==> src/rtl/clk_div_pkg.sv <==
// Shared definitions for the programmable clock divider: FSM state encoding
// and output-shape mode constants.
package clk_div_pkg;

  typedef enum logic {
    ST_IDLE = 1'b0,
    ST_RUN  = 1'b1
  } state_e;

  localparam logic MODE_SQUARE = 1'b0;
  localparam logic MODE_PULSE  = 1'b1;

endpackage

==> src/rtl/clk_div_cnt.sv <==
// Period counter: counts 0..limit, flags the last cycle of a period (wrap)
// and returns to 0 on the following edge.
module clk_div_cnt #(
  parameter int unsigned N = 26
) (
  input  logic         clk,
  input  logic         reset_n,
  input  logic         enable,
  input  logic         clear,
  input  logic [N-1:0] limit,
  output logic [N-1:0] count,
  output logic         wrap
);

  logic [N-1:0] count_q;
  logic [N-1:0] count_d;

  assign wrap  = (count_q == limit);
  assign count = count_q;

  // next count: clear has priority over counting
  always_comb begin
    count_d = count_q;
    if (clear) begin
      count_d = '0;
    end else if (enable) begin
      if (wrap) begin
        count_d = '0;
      end else begin
        count_d = count_q + N'(1);
      end
    end else begin
      count_d = count_q;
    end
  end

  // count register
  always_ff @(posedge clk or negedge reset_n) begin
    if (!reset_n) begin
      count_q <= '0;
    end else begin
      count_q <= count_d;
    end
  end

endmodule

==> src/rtl/clk_div_prog.sv <==
// Programmable clock divider: square-wave or single-pulse output with a
// period-start tick; divisor and mode updates are deferred to period boundaries.
module clk_div_prog
  import clk_div_pkg::*;
#(
  parameter int unsigned N       = 26,
  parameter int unsigned DEF_DIV = 8
) (
  input  logic         clk,
  input  logic         reset_n,
  input  logic         en,
  input  logic         mode,
  input  logic [N-1:0] div_in,
  input  logic         load,
  output logic         clk_out,
  output logic         tick,
  output logic         busy
);

  state_e       state_q, state_d;
  logic [N-1:0] div_act_q, div_act_d;
  logic [N-1:0] pend_val_q, pend_val_d;
  logic         pend_q, pend_d;
  logic         mode_act_q, mode_act_d;
  logic         clk_out_q, clk_out_d;
  logic         tick_q, tick_d;
  logic         busy_q, busy_d;

  logic         run_s;
  logic [N-1:0] cnt_s;
  logic         cnt_wrap_s;
  logic [N-1:0] cnt_limit_s;

  // Last count of a period; divisors 0 and 1 behave as 2.
  function automatic logic [N-1:0] limit_of(input logic [N-1:0] d);
    if (d < N'(2)) begin
      return N'(1);
    end else begin
      return d - N'(1);
    end
  endfunction

  // Number of high cycles in square mode, (P_eff+1)>>1, one bit wider to avoid overflow.
  function automatic logic [N:0] high_of(input logic [N-1:0] d);
    logic [N:0] p;
    p = (d < N'(2)) ? (N+1)'(2) : {1'b0, d};
    return (p + (N+1)'(1)) >> 1'b1;
  endfunction

  assign run_s       = (state_q == ST_RUN) && en;
  assign cnt_limit_s = limit_of(div_act_q);

  clk_div_cnt #(.N(N)) u_cnt (
    .clk     (clk),
    .reset_n (reset_n),
    .enable  (run_s),
    .clear   (!run_s),
    .limit   (cnt_limit_s),
    .count   (cnt_s),
    .wrap    (cnt_wrap_s)
  );

  // next-state, divisor/mode staging and output values for the coming cycle
  always_comb begin
    state_d    = state_q;
    div_act_d  = div_act_q;
    pend_val_d = pend_val_q;
    pend_d     = pend_q;
    mode_act_d = mode_act_q;
    clk_out_d  = 1'b0;
    tick_d     = 1'b0;
    busy_d     = 1'b0;
    if (load) begin
      pend_val_d = div_in;
      pend_d     = 1'b1;
    end else begin
      pend_val_d = pend_val_q;
    end
    case (state_q)
      ST_IDLE: begin
        if (pend_q) begin
          div_act_d = pend_val_q;
          pend_d    = load;
        end else begin
          div_act_d = div_act_q;
        end
        mode_act_d = mode;
        if (en) begin
          state_d   = ST_RUN;
          clk_out_d = 1'b1;
          tick_d    = 1'b1;
          busy_d    = 1'b1;
        end else begin
          state_d = ST_IDLE;
        end
      end
      ST_RUN: begin
        if (!en) begin
          state_d = ST_IDLE;
        end else if (cnt_wrap_s) begin
          // new period starts at cnt 0, where both shapes are high
          busy_d     = 1'b1;
          clk_out_d  = 1'b1;
          tick_d     = 1'b1;
          mode_act_d = mode;
          pend_d     = 1'b0;
          if (load) begin
            div_act_d = div_in;
          end else if (pend_q) begin
            div_act_d = pend_val_q;
          end else begin
            div_act_d = div_act_q;
          end
        end else begin
          busy_d    = 1'b1;
          clk_out_d = (mode_act_q == MODE_SQUARE) &&
                      (({1'b0, cnt_s} + (N+1)'(1)) < high_of(div_act_q));
        end
      end
      default: begin
        state_d = ST_IDLE;
      end
    endcase
  end

  // state and registered outputs
  always_ff @(posedge clk or negedge reset_n) begin
    if (!reset_n) begin
      state_q    <= ST_IDLE;
      div_act_q  <= N'(DEF_DIV);
      pend_val_q <= '0;
      pend_q     <= 1'b0;
      mode_act_q <= MODE_SQUARE;
      clk_out_q  <= 1'b0;
      tick_q     <= 1'b0;
      busy_q     <= 1'b0;
    end else begin
      state_q    <= state_d;
      div_act_q  <= div_act_d;
      pend_val_q <= pend_val_d;
      pend_q     <= pend_d;
      mode_act_q <= mode_act_d;
      clk_out_q  <= clk_out_d;
      tick_q     <= tick_d;
      busy_q     <= busy_d;
    end
  end

  assign clk_out = clk_out_q;
  assign tick    = tick_q;
  assign busy    = busy_q;

endmodule

==> config.mk <==
export PLATFORM = sky130hd
export DESIGN_NAME = clk_div_prog
export DESIGN_NICKNAME = d
export VERILOG_FILES = /design/src/rtl/clk_div_pkg.sv /design/src/rtl/clk_div_cnt.sv /design/src/rtl/clk_div_prog.sv
export SDC_FILE = /design/constraint.sdc
export NUM_CORES = 1
export LEC_CHECK = 0
export BUFFER_PORTS_ARGS = -buffer_cell sky130_fd_sc_hd__buf_2
export CORE_ASPECT_RATIO = 1.1
export CORE_UTILIZATION = 55
export DETAILED_ROUTE_END_ITERATION = 16
export PLACE_DENSITY = 0.87
export SYNTH_ARGS = -nofsm -noshare
export SYNTH_HDL_FRONTEND = slang
export SYNTH_SLANG_ARGS = --single-unit
==> constraint.sdc <==
create_clock -name clk -period 4.6 [get_ports clk]
set_clock_uncertainty 0.05 [all_clocks]
set_input_delay 1.38 -clock clk [delete_from_list [all_inputs] [get_ports clk]]
set_output_delay 1.38 -clock clk [all_outputs]
set_load 0.03 [all_outputs]
==> flow_metrics.py, run 1 <==
metrics = {
    "worst_setup_path": {
        "end_kind": "flip-flop",
        "crit_arrival_ns": 4.56,
        "path_cells": "or4_4 -> or4_4 -> or2_1 -> nand2_1 -> ha_1 -> nand3_2 -> nor3_2 -> xnor2_1 -> ha_1 -> o2111ai_1 -> and3_1 -> o21ai_0 -> a21oi_1 -> o31a_1 -> o31ai_1 -> o21ai_0",
        "path_delay_family": "simple AND/OR/NAND/NOR gates",
        "path_buf_inv": 0,
        "slowest_delay_ns": 0.58,
        "cp.required_ns": 4.77,
        "critPathKind": "reg2reg",
        "cp_slowest_cell": "or4_4",
        "startpoint_type": "flip-flop",
        "crit_path_max_fanout": 5,
    },
    "synth": {
        "ys_warn_count": 0,
        "ys_seq_area_share_pct": 30.6,
        "synth.area.top_cells": "dfrtp_1 (30%), xnor2_1 (8.3%), ha_1 (5.2%), mux2_2 (4.5%), nor2_1 (4.4%)",
        "ys.flop_type": "dfrtp_1",
        "syn-num-nets": 847,
        "synth_area_per_cell_um2": 8.62,
        "yosys_register_bits": 83,
        "yosys.area.top_type": "dfrtp_1",
        "synth_enable_flop_cells": 0,
        "syn_inst": 788,
        "ys_types": 64,
        "synth_top_area_share_pct": 30.2,
        "netlist_area_um2": 6790,
        "synthArstFlopShare_pct": 100,
        "synth_commonest_cells": "dfrtp_1 (82), nor2_1 (79), xnor2_1 (64), clkbuf_1 (53), and3_1 (39)",
        "synth.most_common_cell": "dfrtp_1",
    },
    "drt": {
        "wire_per_inst_um": 18.4,
        "vias_per_cell": 6.52,
        "ant_nets": 0,
        "vias": 6201,
        "wirelength_um": 17500,
        "drtIter0Drc": 766,
        "drt_pass1_iterations": 5,
        "drc": 0,
    },
    "final_layout": {
        "multiInputGateArea_um2": 4290,
        "fin_util_pct": 61.6,
        "regArea_um2": 2080,
        "stdcell_count": 951,
        "drive_gt1_share_pct": 15.3,
        "insertedDiodeCount": 0,
        "area_growth_pct": 9.16,
        "nets": 851,
        "final.fill_count": 959,
    },
    "global_routing": {
        "grt_pass1_wl_um": 29000,
        "overflow": 0,
        "use_met1_pct": 39.4,
        "grt_max_degree": 84,
        "met3_usage_pct": 4.30,
        "grt_usage_pct": 28.9,
        "antenna_found_initial": 0,
        "met2_usage_pct": 44.5,
        "grt_pass1_vias": 5817,
        "grt-busiest-layer": "met2",
    },
    "die": {
        "start_util_pct": 56.4,
        "dieWidth_um": 108,
        "placementRows": 42,
        "die_h_um": 119,
        "die-area_um2": 12800,
        "coreArea_um2": 12000,
        "ios": 34,
    },
    "cts": {
        "cts-htree-levels": 3,
        "hold_buffers": 0,
        "cts_tree": "done",
        "cts_buffers": 9,
        "clk_pin_slew_ns": 0.06,
        "worstSkewPairLatency_ns": 0.35,
        "cts_setup_buffers": 0,
        "cts_resized": 0,
        "cts.path.max_buffers": 2,
        "cts_sinks": 83,
        "clockRootBuffer": "clkbuf_16",
    },
    "sta": {
        "fin_crit_sh_pct": 95.4,
        "setup_tns_ns": 0,
        "hold_violations": 0,
        "setup_viol_count_final": 0,
        "rsz0062_at_grt": "false",
        "period_needed_ns": 4.39,
        "max_freq_mhz": 228,
        "worstMarginPinSlew_ns": 1.03,
        "relSlewSlack_pct": 31.0,
        "report.final.slew_viol_count": 0,
        "layout_setup_ws_ns": 0.210,
    },
    "run_status": {
        "status": "complete, no violations",
    },
    "placement": {
        "pre_cts_slack_ns": 0.292,
        "io_buffers": 33,
        "hpwl_um": 12400,
        "placedCellCount": 935,
        "gp_congestion": 0.983,
    },
    "flow_run": {
        "maxCapViolations": 0,
    },
    "power": {
        "peakVddDrop_mv": 0.253,
        "power_density_nw_per_um2": 323,
        "power_leakage_nw": 3.35,
    },
    "min_path": {
        "min_path_type": "reg2reg",
    },
}
==> cell families after synthesis <==
group,count (synthesis),synth area share [%]
muxes,31,5.07
adders and majority gates,28,5.16
and+or+nand+nor,289,23.4
buffers and inverters,103,6.43
xor gates and xnor gates,82,11.4
AOI/OAI and AO/OA,172,17.9
DFF,83,30.6
==> metal layers <==
metal  vias to the layer above  share of wire [%]  wire length (um)
li1                       2910                  -                 -
met1                      2926                 43              7500
met2                       309                 46              8070
met3                        56                7.2              1260
met4                         0                3.9               689
met5                         -                  0                 0
==> layout by cell type (no fill, tap or decap), drive strengths merged, types with 4 or more instances in the layout <==
master and instances:
a31oi 28, o21a 4, nor4 14, nand2 37, nand3 26, nor2 79, o31ai 4, nor3b 4
nand4 19, o21ai 36, clkbuf 11, a21oi 12, a21o 6, xnor3 4, dfrtp 82, xnor2 64
o2111ai 4, nand3b 27, inv 33, buf 64, o22ai 27, or3 7, or4 8, nor3 15
xor2 14, mux2 27, ha 28, and3 39, a41o 26, mux2i 4, o32ai 4
==> metrics by stage <==
stage          hold slack (ns)  area, um^2  total power (W)
2_1_floorplan            0.421        6790          0.00138
3_3_place_gp             0.429        7070          0.00154
3_5_place_dp             0.437        7070          0.00157
4_1_cts                  0.450        7400          0.00238
5_1_grt                  0.462        7410          0.00250
6_report                 0.448        7410          0.00239
==> layout make-up <==
type | count | share of cell area [%]
repair buffers | 64 | 5.40
well taps | 154 | 2.60
clock buffers | 11 | 3.27
inverters | 32 | 1.62
flip-flops and latches | 83 | 28.0
clock inverters | 5 | 1.15
multi-input cells | 602 | 57.9
==> path summary, 6_finish.rpt <==
path,slack [ns],endpoint,start,cells after the start
max,0.21,clk_out$_DFF_PN0_,div_act_q[18]$_DFFE_PN0P_,16
max in group asynchronous,2.66,pend_val_q[18]$_DFFE_PN0P_,reset_n,1
min in group asynchronous,1.14,u_cnt.count[4]$_DFF_PN0_,reset_n,1
min reg2reg,0.45,pend_val_q[18]$_DFFE_PN0P_,pend_val_q[18]$_DFFE_PN0P_,1
min,0.45,pend_val_q[18]$_DFFE_PN0P_,pend_val_q[18]$_DFFE_PN0P_,1
max reg2reg,0.21,clk_out$_DFF_PN0_,div_act_q[18]$_DFFE_PN0P_,16
==> worst reg2reg max path: stages, from the launching register on <==
cell and delay, ns:
dfrtp_1 0.37, or4_4 0.58, or4_4 0.55, or2_1 0.26
nand2_1 0.08, ha_1 0.20, nand3_2 0.19, nor3_2 0.23
xnor2_1 0.11, ha_1 0.33, o2111ai_1 0.11, and3_1 0.18
o21ai_0 0.20, a21oi_1 0.13, o31a_1 0.31, o31ai_1 0.24
o21ai_0 0.13
==> sequential cells by signal (all words and copies together), names as in the netlist <==
register / flops
pend_val_q: 26
mode_act_q: 1
tick: 1
div_act_q: 26
pend_q: 1
u_cnt.count: 26
clk_out: 1
busy: 1
==> report_power, final <==
part           leakage [nW]  switching (W)  total, W  internal (W)
combinational          2.17       0.000408  0.000709      0.000301
sequential             1.02      0.0000781  0.000878      0.000800
clock                 0.156       0.000312  0.000805      0.000493
total                  3.35       0.000798   0.00239       0.00159
(Power assumes the default switching activity.)
==> inputs of run 2 (changes only) <==
--- a/config.mk
+++ b/config.mk
@@ -5,11 +5,13 @@
 export SDC_FILE = /design/constraint.sdc
 export NUM_CORES = 1
 export LEC_CHECK = 0
+export ABC_AREA = 1
 export BUFFER_PORTS_ARGS = -buffer_cell sky130_fd_sc_hd__buf_2
 export CORE_ASPECT_RATIO = 1.1
 export CORE_UTILIZATION = 55
 export DETAILED_ROUTE_END_ITERATION = 16
-export PLACE_DENSITY = 0.87
+export PLACE_DENSITY = 0.86
+export REMOVE_ABC_BUFFERS = 1
 export SYNTH_ARGS = -nofsm -noshare
 export SYNTH_HDL_FRONTEND = slang
 export SYNTH_SLANG_ARGS = --single-unit
==> run 2 against run 1 <==
Sequential share of layout area rose by 0.16 points. Register-to-register slack improved by 0.28 ns. Combinational power fell by 16%. Total power fell by 5.6%. Setup slack improved by 0.28 ns. Count of clock-buffer cells in the layout fell by 2. Design area fell by 0.57%. Routed wire length rose by 0.47%. First-iteration DRC count fell by 31%. Die area rose by 2.8%. Non-clock buffer count fell by 25. Area after synthesis rose by 2.9%.
==> flow_metrics.py, run 2 <==
metrics = {
    "synth": {
        "synthMuxAreaShare_pct": 2.17,
        "synth.most_common_cell": "nand2_1",
        "synth.area.top_cells": "dfrtp_1 (29%), nand2_1 (14%), nand3_1 (8.7%), inv_1 (7.1%), ha_1 (5.0%)",
        "synth_commonest_cells": "nand2_1 (262), inv_1 (132), nand3_1 (121), nor2_1 (90), dfrtp_1 (82)",
        "synth_top_family_by_area": "simple AND/OR/NAND/NOR gates",
        "synthArstFlopShare_pct": 100,
        "synth_compound_area_share_pct": 7.02,
        "ys_warn_count": 0,
        "ys_seq_area_share_pct": 29.7,
        "ys.flop_type": "dfrtp_1",
        "synth_top_area_share_pct": 29.4,
        "synth_enable_flop_cells": 0,
        "synthSimpleGateAreaFrac_pct": 39.1,
        "syn_inst": 1020,
        "synthAdderAreaFrac_pct": 5.01,
        "yosys_register_bits": 83,
        "ys_types": 43,
        "synth_xor_area_share_pct": 5.01,
        "netlist_area_um2": 6990,
        "synth_area_per_cell_um2": 6.85,
        "yosys.area.top_type": "dfrtp_1",
    },
    "final_layout": {
        "final_common_cell": "nand2_1",
        "nets": 1078,
        "insertedDiodeCount": 0,
        "drive_gt1_share_pct": 11.3,
        "most-common-layout-cells": "nand2_1 (262), inv_1 (132), nand3_1 (121)",
        "area_growth_pct": 5.48,
        "fin_util_pct": 60.5,
        "fin_area_um2": 7370,
        "final.fill_count": 1131,
    },
    "worst_setup_path": {
        "path_buf_inv": 0,
        "end_kind": "flip-flop",
        "r2r_slack_ns": 0.49,
        "crit_path_max_fanout": 9,
        "startpoint_type": "flip-flop",
        "path_delay_family": "simple AND/OR/NAND/NOR gates",
        "cp_common_cell": "nand3_1",
        "cp_slowest_cell": "dfrtp_1",
        "crit_arrival_ns": 4.34,
        "slowest_delay_ns": 0.53,
        "critPathKind": "reg2reg",
        "cp.required_ns": 4.83,
        "path_cells": "nor2_8 -> nand2_2 -> nor2_8 -> nand3_4 -> nand2_1 -> ha_1 -> nand3_1 -> nor3_2 -> nand3_1 -> nor4_2 -> nand3_1 -> nor2_1 -> nand2_1 -> nor2_1 -> nand4_1 -> ha_1 -> nand3_1 -> nand3_1 -> a41oi_1 -> o2111ai_1 -> nand2_1",
    },
    "sta": {
        "worstMarginPinSlew_ns": 1.04,
        "fin_crit_sh_pct": 89.5,
        "period_needed_ns": 4.11,
        "max_freq_mhz": 243,
        "layout_setup_ws_ns": 0.485,
        "rsz0062_at_grt": "false",
        "hold_violations": 0,
        "setup_tns_ns": 0,
        "setup_viol_count_final": 0,
        "finalHoldWorstSlack_ns": 0.461,
        "relSlewSlack_pct": 30.6,
        "report.final.slew_viol_count": 0,
    },
    "die": {
        "coreArea_um2": 12200,
        "die_h_um": 120,
        "dieWidth_um": 109,
        "start_util_pct": 57.3,
        "die-area_um2": 13200,
        "placementRows": 42,
        "ios": 34,
    },
    "drt": {
        "drc": 0,
        "ant_nets": 0,
        "vias_per_cell": 5.59,
        "vias": 6578,
        "drtIter0Drc": 529,
        "wire_per_inst_um": 15.0,
        "drt_pass1_iterations": 5,
        "wirelength_um": 17600,
    },
    "placement": {
        "hpwl_um": 13300,
        "pre_cts_slack_ns": 0.554,
        "place_area_um2": 7060,
        "io_buffers": 33,
        "gp_congestion": 0.942,
    },
    "global_routing": {
        "antenna_found_initial": 0,
        "grt_max_degree": 84,
        "overflow": 0,
        "grt_usage_pct": 29.0,
        "grt_pass1_wl_um": 29500,
        "grt_pass1_vias": 6045,
    },
    "cts": {
        "worstSkewPairLatency_ns": 0.34,
        "cts.path.max_buffers": 2,
        "hold_buffers": 0,
        "cts_tree": "done",
        "cts_resized": 0,
        "cts_buffers": 9,
        "cts_sinks": 83,
        "clockRootBuffer": "clkbuf_16",
        "cts-htree-levels": 3,
        "clk_pin_slew_ns": 0.07,
        "cts_setup_buffers": 0,
    },
    "power": {
        "power_density_nw_per_um2": 306,
        "power_leakage_nw": 3.77,
        "peakVddDrop_mv": 0.212,
    },
    "run_status": {
        "status": "complete, no violations",
    },
    "min_path": {
        "min_path_type": "reg2reg",
    },
    "flow_run": {
        "maxCapViolations": 0,
    },
}
[run 2: cell types whose count changed in the layout (fill, tap and decap cells not counted), sizes merged, moves of 18 or more]
cell / delta
nand2: +231
nand3: +111
inv: +102
xnor2: -62
and3: -39
nor2: +33
a31oi: -28
o21ai: +28
nand3b: -27
o22ai: -27
a41o: -26
buf: -25
xor2: +24
mux2: -18
[run 2: worst register-to-register path: stages (launching register included)]
cell and delay (ns):
dfrtp_1 0.53, nor2_8 0.20, nand2_2 0.10, nor2_8 0.15, nand3_4 0.11, nand2_1 0.08, ha_1 0.18, nand3_1 0.15
nor3_2 0.19, nand3_1 0.19, nor4_2 0.29, nand3_1 0.17, nor2_1 0.24, nand2_1 0.15, nor2_1 0.19, nand4_1 0.13
ha_1 0.35, nand3_1 0.10, nand3_1 0.08, a41oi_1 0.18, o2111ai_1 0.17, nand2_1 0.09
[run 2: power by group]
| group | total (W) | switching [W] | internal (W) |
|---|---|---|---|
| clock | 0.000789 | 0.000314 | 0.000475 |
| combinational | 0.000598 | 0.000392 | 0.000206 |
| sequential | 0.000871 | 0.0000850 | 0.000786 |
[run 2: per-layer routing]
metal	GRT usage, %	vias to the layer above	routed length (um)
met4	12.3	0	561
met5	0	-	0
met3	2.70	35	888
li1	-	3286	-
met2	44.3	223	7960
met1	41.7	3034	8190
[run 2: logic make-up after synthesis]
family	after synthesis
flops	83
fa+ha+maj	28
xor+xnor	40
simple gates	578
mux	14
compound gates	93
buf+inv	184
[run 2: worst paths after layout]
| kind | from | end | cells past startpoint |
|---|---|---|---|
| max reg2reg | div_act_q[8]$_DFFE_PN0P_ | clk_out$_DFF_PN0_ | 21 |
| min | pend_val_q[19]$_DFFE_PN0P_ | pend_val_q[19]$_DFFE_PN0P_ | 1 |
| max in group asynchronous | reset_n | u_cnt.count[20]$_DFF_PN0_ | 1 |
| min in group asynchronous | reset_n | pend_val_q[1]$_DFFE_PN0P_ | 1 |
| max | div_act_q[8]$_DFFE_PN0P_ | clk_out$_DFF_PN0_ | 21 |
| min reg2reg | pend_val_q[19]$_DFFE_PN0P_ | pend_val_q[19]$_DFFE_PN0P_ | 1 |
[run 2: area by class of cell]
type	instances	area, um^2	area share [%]
multi-input combinational	753	4080	55.3
inverter	133	499	6.77
clock inverter	6	87.6	1.19
tap	154	193	2.61
clock buffer	9	225	3.06
timing repair buffer	39	213	2.89
sequential	83	2080	28.2
[run 2: stage by stage]
stage | instances | power (W)
global placement | 1162 | 0.00146
global route | 1177 | 0.00238
floorplan | 969 | 0.00130
detailed placement | 1162 | 0.00147
CTS | 1177 | 0.00226
finish | 1177 | 0.00226
